### config.mk
export PLATFORM = sky130hd
export DESIGN_NAME = ahb_txn_monitor
export DESIGN_NICKNAME = d
export VERILOG_FILES = /design/src/rtl/ahb_txn_monitor.sv
export SDC_FILE = /design/constraint.sdc
export NUM_CORES = 1
export LEC_CHECK = 0
export CELL_PAD_IN_SITES_DETAIL_PLACEMENT = 0
export CELL_PAD_IN_SITES_GLOBAL_PLACEMENT = 1
export CORE_ASPECT_RATIO = 1.4
export CORE_MARGIN = 2
export CORE_UTILIZATION = 50
export DETAILED_ROUTE_END_ITERATION = 16
export PLACE_DENSITY = 0.84
export REMOVE_ABC_BUFFERS = 1
export SETUP_SLACK_MARGIN = 0.1
export SLEW_MARGIN = 20
export SYNTH_ARGS = -nofsm -noshare
export SYNTH_HDL_FRONTEND = slang
export SYNTH_SLANG_ARGS = --single-unit
### constraint.sdc
create_clock -name HCLK -period 9.1 [get_ports HCLK]
set_input_delay 0.91 -clock HCLK [delete_from_list [all_inputs] [get_ports HCLK]]
set_output_delay 0.91 -clock HCLK [all_outputs]
set_load 0.01 [all_outputs]
### src/rtl/ahb_txn_monitor.sv
// ahb_txn_monitor
//   Passive AHB-Lite monitor for one slave. Pairs each accepted address phase
//   with its completing data phase and pushes a transaction record into a small
//   FIFO. A scoreboard drains the FIFO over a valid/ready port. The monitor also
//   keeps overflow, drop, transaction and response-protocol statistics. It only
//   observes the bus and never drives it.
//
// Ports
//   HCLK, HRESETn           bus clock, asynchronous active-low reset
//   HSEL..HRESP             sampled AHB-Lite slave-side signals
//   rec_valid/rec_ready     record FIFO head handshake
//   rec_addr..rec_prot      fields of the FIFO head record (zero when empty)
//   clr_stat                synchronous clear of ovf, drop_cnt, txn_cnt, proto_err
//   level                   FIFO occupancy 0..DEPTH
//   ovf, drop_cnt           sticky drop flag, saturating drop count
//   txn_cnt                 wrapping count of completed transfers
//   proto_err               sticky ERROR-response protocol violation
module ahb_txn_monitor #(
  parameter int ADDR_WIDTH = 32,
  parameter int DATA_WIDTH = 32,
  parameter int DEPTH      = 8
) (
  input  logic                    HCLK,
  input  logic                    HRESETn,
  input  logic                    HSEL,
  input  logic [ADDR_WIDTH-1:0]   HADDR,
  input  logic [1:0]              HTRANS,
  input  logic                    HWRITE,
  input  logic [2:0]              HSIZE,
  input  logic [2:0]              HBURST,
  input  logic [3:0]              HPROT,
  input  logic [DATA_WIDTH-1:0]   HWDATA,
  input  logic [DATA_WIDTH-1:0]   HRDATA,
  input  logic                    HREADY,
  input  logic                    HRESP,
  output logic                    rec_valid,
  input  logic                    rec_ready,
  output logic [ADDR_WIDTH-1:0]   rec_addr,
  output logic [DATA_WIDTH-1:0]   rec_data,
  output logic                    rec_write,
  output logic                    rec_seq,
  output logic                    rec_err,
  output logic [2:0]              rec_size,
  output logic [2:0]              rec_burst,
  output logic [3:0]              rec_prot,
  input  logic                    clr_stat,
  output logic [$clog2(DEPTH):0]  level,
  output logic                    ovf,
  output logic [15:0]             drop_cnt,
  output logic [31:0]             txn_cnt,
  output logic                    proto_err
);

  localparam int LW = $clog2(DEPTH) + 1;
  localparam int PW = $clog2(DEPTH);

  typedef enum logic [1:0] {S_IDLE, S_DATA, S_ERR2} state_t;

  typedef struct packed {
    logic [ADDR_WIDTH-1:0] addr;
    logic [DATA_WIDTH-1:0] data;
    logic                  write;
    logic                  seq;
    logic                  err;
    logic [2:0]            size;
    logic [2:0]            burst;
    logic [3:0]            prot;
  } rec_t;

  state_t                state;
  logic [ADDR_WIDTH-1:0] p_addr;
  logic                  p_write;
  logic                  p_seq;
  logic [2:0]            p_size;
  logic [2:0]            p_burst;
  logic [3:0]            p_prot;

  logic accept;
  logic complete;
  logic comp_err;
  logic comp_proto;
  rec_t comp_rec;

  assign accept = HREADY & HSEL & HTRANS[1];

  // Completion decode. An ERR2 cycle always completes the pending transfer:
  // either the legal second ERROR cycle, or a malformed one that is flagged.
  always_comb begin
    complete   = 1'b0;
    comp_err   = 1'b0;
    comp_proto = 1'b0;
    case (state)
      S_DATA: begin
        if (HREADY) begin
          complete   = 1'b1;
          comp_err   = HRESP;
          comp_proto = HRESP;   // ERROR without the preceding wait cycle
        end
      end
      S_ERR2: begin
        complete   = 1'b1;
        comp_err   = 1'b1;
        comp_proto = !(HREADY && HRESP);
      end
      default: ;
    endcase
  end

  assign comp_rec = '{addr:  p_addr,
                      data:  p_write ? HWDATA : HRDATA,
                      write: p_write,
                      seq:   p_seq,
                      err:   comp_err,
                      size:  p_size,
                      burst: p_burst,
                      prot:  p_prot};

  // Transfer-tracking FSM and pending address slot. A new address can only be
  // accepted on an HREADY=1 edge, which is also an edge that completes any
  // outstanding transfer, so acceptance always leads to DATA.
  always_ff @(posedge HCLK or negedge HRESETn) begin
    if (!HRESETn) begin
      state   <= S_IDLE;
      p_addr  <= '0;
      p_write <= 1'b0;
      p_seq   <= 1'b0;
      p_size  <= 3'd0;
      p_burst <= 3'd0;
      p_prot  <= 4'd0;
    end else begin
      if (accept) begin
        state   <= S_DATA;
        p_addr  <= HADDR;
        p_write <= HWRITE;
        p_seq   <= HTRANS[0];
        p_size  <= HSIZE;
        p_burst <= HBURST;
        p_prot  <= HPROT;
      end else if (complete) begin
        state <= S_IDLE;
      end else if (state == S_DATA && !HREADY && HRESP) begin
        state <= S_ERR2;
      end
    end
  end

  // Record FIFO
  rec_t          mem [DEPTH];
  logic [PW-1:0] wr_ptr;
  logic [PW-1:0] rd_ptr;
  logic [LW-1:0] count;
  logic          full;
  logic          pop;
  logic          do_push;
  logic          drop;
  rec_t          head;

  assign full    = (count == LW'(DEPTH));
  assign pop     = rec_valid & rec_ready;
  assign do_push = complete & (!full | pop);  // a pop frees the slot on the same edge
  assign drop    = complete & full & !pop;

  always_ff @(posedge HCLK) begin
    if (do_push) mem[wr_ptr] <= comp_rec;
  end

  always_ff @(posedge HCLK or negedge HRESETn) begin
    if (!HRESETn) begin
      wr_ptr <= '0;
      rd_ptr <= '0;
      count  <= '0;
    end else begin
      if (do_push) wr_ptr <= wr_ptr + PW'(1);
      if (pop)     rd_ptr <= rd_ptr + PW'(1);
      case ({do_push, pop})
        2'b10:   count <= count + LW'(1);
        2'b01:   count <= count - LW'(1);
        default: count <= count;
      endcase
    end
  end

  // Head fields read as zero whenever the FIFO is empty, so the record port is
  // all-zero out of reset without clearing the storage array.
  assign rec_valid = (count != '0);
  assign head      = rec_valid ? mem[rd_ptr] : '0;
  assign rec_addr  = head.addr;
  assign rec_data  = head.data;
  assign rec_write = head.write;
  assign rec_seq   = head.seq;
  assign rec_err   = head.err;
  assign rec_size  = head.size;
  assign rec_burst = head.burst;
  assign rec_prot  = head.prot;
  assign level     = count;

  // Statistics; clr_stat takes priority over any same-edge update.
  always_ff @(posedge HCLK or negedge HRESETn) begin
    if (!HRESETn) begin
      ovf       <= 1'b0;
      drop_cnt  <= 16'd0;
      txn_cnt   <= 32'd0;
      proto_err <= 1'b0;
    end else if (clr_stat) begin
      ovf       <= 1'b0;
      drop_cnt  <= 16'd0;
      txn_cnt   <= 32'd0;
      proto_err <= 1'b0;
    end else begin
      if (complete) txn_cnt <= txn_cnt + 32'd1;
      if (drop) begin
        ovf <= 1'b1;
        if (drop_cnt != 16'hFFFF) drop_cnt <= drop_cnt + 16'd1;
      end
      if (comp_proto) proto_err <= 1'b1;
    end
  end

endmodule

==> results.toml <==
[run]
max_cap_viol_count = 0

[clock_network]
cts_buffers = 66
cts_sinks = 722
clock_path_buffers = 3
hold_buffers = 0
cts_tree = "done"
cts-root-buf = "clkbuf_16"
cts_setup_buffers = 0
cts_resized = 0
clk_pin_slew_ns = 0.06
htreeDepth = 3
clock_latency_ns = 0.59

[route]
wl_per_cell_um = 24.1
drt-total-wl_um = 60800
ant_nets = 0
drt_pass1_iterations = 4
route.detailed.drc = 0
drt_iter0_markers = 927
num_vias = 14700
avgViaCountPerCell = 5.85

[yosys]
ys.flop_type = "edfxtp_1"
yosysTopAreaCell = "edfxtp_1"
ys_seq_area_share_pct = 73.8
yosys_warnings = 0
synth.avg_cell_area_um2 = 19.5
synth_cell_types = 47
synthTopCellsByArea = "edfxtp_1 65%, mux4_2 12%, dfrtp_1 9.3%"
synth_edf_count = 616
postSynthCellCount = 1471
syn_area_um2 = 28700
synth_top_area_share_pct = 64.5
async_flop_share_pct = 14.7
synth_seq_cells = 722

[critical_path]
end_kind = "output port"
worstPathRequired_ns = 8.19
arrival_ns = 3.94
critPathKind = "reg2out"
start_kind = "flip-flop"
cp_max_fo = 46

[grt]
antenna_found_initial = 3
grt_pass1_vias = 15600
grt_pass1_wl_um = 91900
overflow = 0
grt_max_degree = 79
grt_util_all_layers_pct = 20.9

[die]
start_util_pct = 50.7
core_area_um2 = 56600
die_x_um = 206
rows = 103
die_h_um = 287
die-area_um2 = 59300
num_io_pins = 248

[sta]
fmax_mhz = 206
tightest_slew_ns = 1.03
setup_tns_ns = 0
rsz0062_at_grt = "false"
hold_viol_final = 0
slew_violations = 0
setup_violations = 0
fin_crit_sh_pct = 53.3
max_slew_margin_pct = 31.3
finalClockSkew_ns = 0.0215
period_needed_ns = 4.85

[power_and_ir_drop]
ir_worst_vdd_uv = 200
p_leak_nw = 11.5
power_mw = 10.3
powerDensity_nw_per_um2 = 299

[placement]
io_buffers = 247
routabilityCongestion = 0.795
dp_hpwl_um = 34400

[finish]
final_cell_mix = "616 x edfxtp_1, 246 x clkdlybuf4s50_1, 154 x mux4_2, 102 x dfrtp_1, 98 x nor2_1"
syn_to_final_growth_pct = 20.0
antennaDiodeCount = 0
drive_above_1_share_pct = 21.8
fin_nets = 1856
final_core_util_pct = 60.8
final_common_cell = "edfxtp_1"

[status]
status = "complete, no violations"

[hold_path]
hold_path_class = "in2async"
logic make-up after synthesis:
| group | share of synthesized area (%) |
|---|---|
| AOI/OAI and AO/OA | 1.80 |
| xor gates and xnor gates | 0.520 |
| adders and majority gates | 0.306 |
| buffers and inverters | 1.24 |
| DFF | 73.8 |
| muxes | 18.1 |
| and+or+nand+nor | 4.28 |
layout make-up:
class | instances | area (um2)
inverters | 9 | 33.8
well taps | 735 | 920
clock buffers | 85 | 1850
clock inverters | 34 | 473
repair buffers | 275 | 2720
fillers | 4042 | 22200
flip-flops and latches | 722 | 21200
multi-input cells | 659 | 7220
critical path, stage by stage (launching register included):
cell	delay [ns]
dfrtp_4	1.03
buf_4	0.54
buf_16	0.31
mux4_2	0.54
mux2i_1	0.26
nor2_1	0.09
clkdlybuf4s50_1	0.52
per-layer routing:
metal / GRT usage [%] / share of wire, % / vias to the layer above
met5: 0 / 0.074 / -
met4: 5.73 / 1.8 / 6
met3: 4.46 / 6.3 / 98
met2: 36.4 / 52 / 449
met1: 26.6 / 40 / 7713
li1: - / - / 6478
report_power, final:
part	switching (mW)	leakage (nW)	internal (mW)	total [mW]
clock	1.18	1.13	1.76	2.93
sequential	0.350	6.92	4.01	4.36
combinational	1.39	3.46	1.61	3.00
total	2.92	11.5	7.37	10.3
final timing paths:
check / endpoint / from / slack, ns / cells past startpoint
hold reg to reg: proto_err$_DFFE_PN0P_ / proto_err$_DFFE_PN0P_ / 0.52 / 2
hold / removal: p_addr[20]$_DFFE_PN0P_ / HRESETn / 0.23 / 1
setup reg to reg: mem[0][0]$_DFFE_PP_ / state[1]$_DFFE_PN0P_ / 5.20 / 8
min in group HCLK: proto_err$_DFFE_PN0P_ / proto_err$_DFFE_PN0P_ / 0.52 / 2
setup / recovery: rec_addr[7] / rd_ptr[0]$_DFFE_PN0P_ / 4.25 / 6
max in group asynchronous: txn_cnt[2]$_DFFE_PN0P_ / HRESETn / 7.27 / 3
flip-flops by register name (all words and copies together), names as in the netlist:
| signal | cells |
|---|---|
| rd_ptr | 3 |
| p_write | 1 |
| wr_ptr | 3 |
| p_prot | 4 |
| drop_cnt | 16 |
| mem | 616 |
| level | 4 |
| p_addr | 32 |
| txn_cnt | 32 |
| p_size | 3 |
| proto_err | 1 |
| ovf | 1 |
| state | 2 |
| p_burst | 3 |
| p_seq | 1 |
cells in the mapped netlist, types with 5 or more instances:
cell      instances
nand2_1          17
edfxtp_1        616
nand4_1          17
dfrtp_1         106
nand3_1          19
mux4_2          154
nor4_1            8
xor2_1            5
nor3_1            6
o21ai_0          11
o31ai_1          24
and4_1            5
or3_1             9
nor2_1          101
a21oi_1          37
or4_1            26
buf_1            26
inv_1             9
ha_1              7
clkbuf_1         52
mux2i_1          77
and3_1            9
xnor2_1          12
mux2_2           82
through the flow:
step                instance area (um2)  hold WS (ns)  setup WS [ns]  std cells
floorplan                         28300         0.480           1.27       1390
global placement                  32000         0.498           4.42       2398
detailed placement                32100         0.505           4.26       2400
CTS                               34400         0.217           4.09       2519
global route                      34400         0.227           3.92       2519
finish                            34400         0.230           4.25       2519
Power figures use the tool's default switching activity.
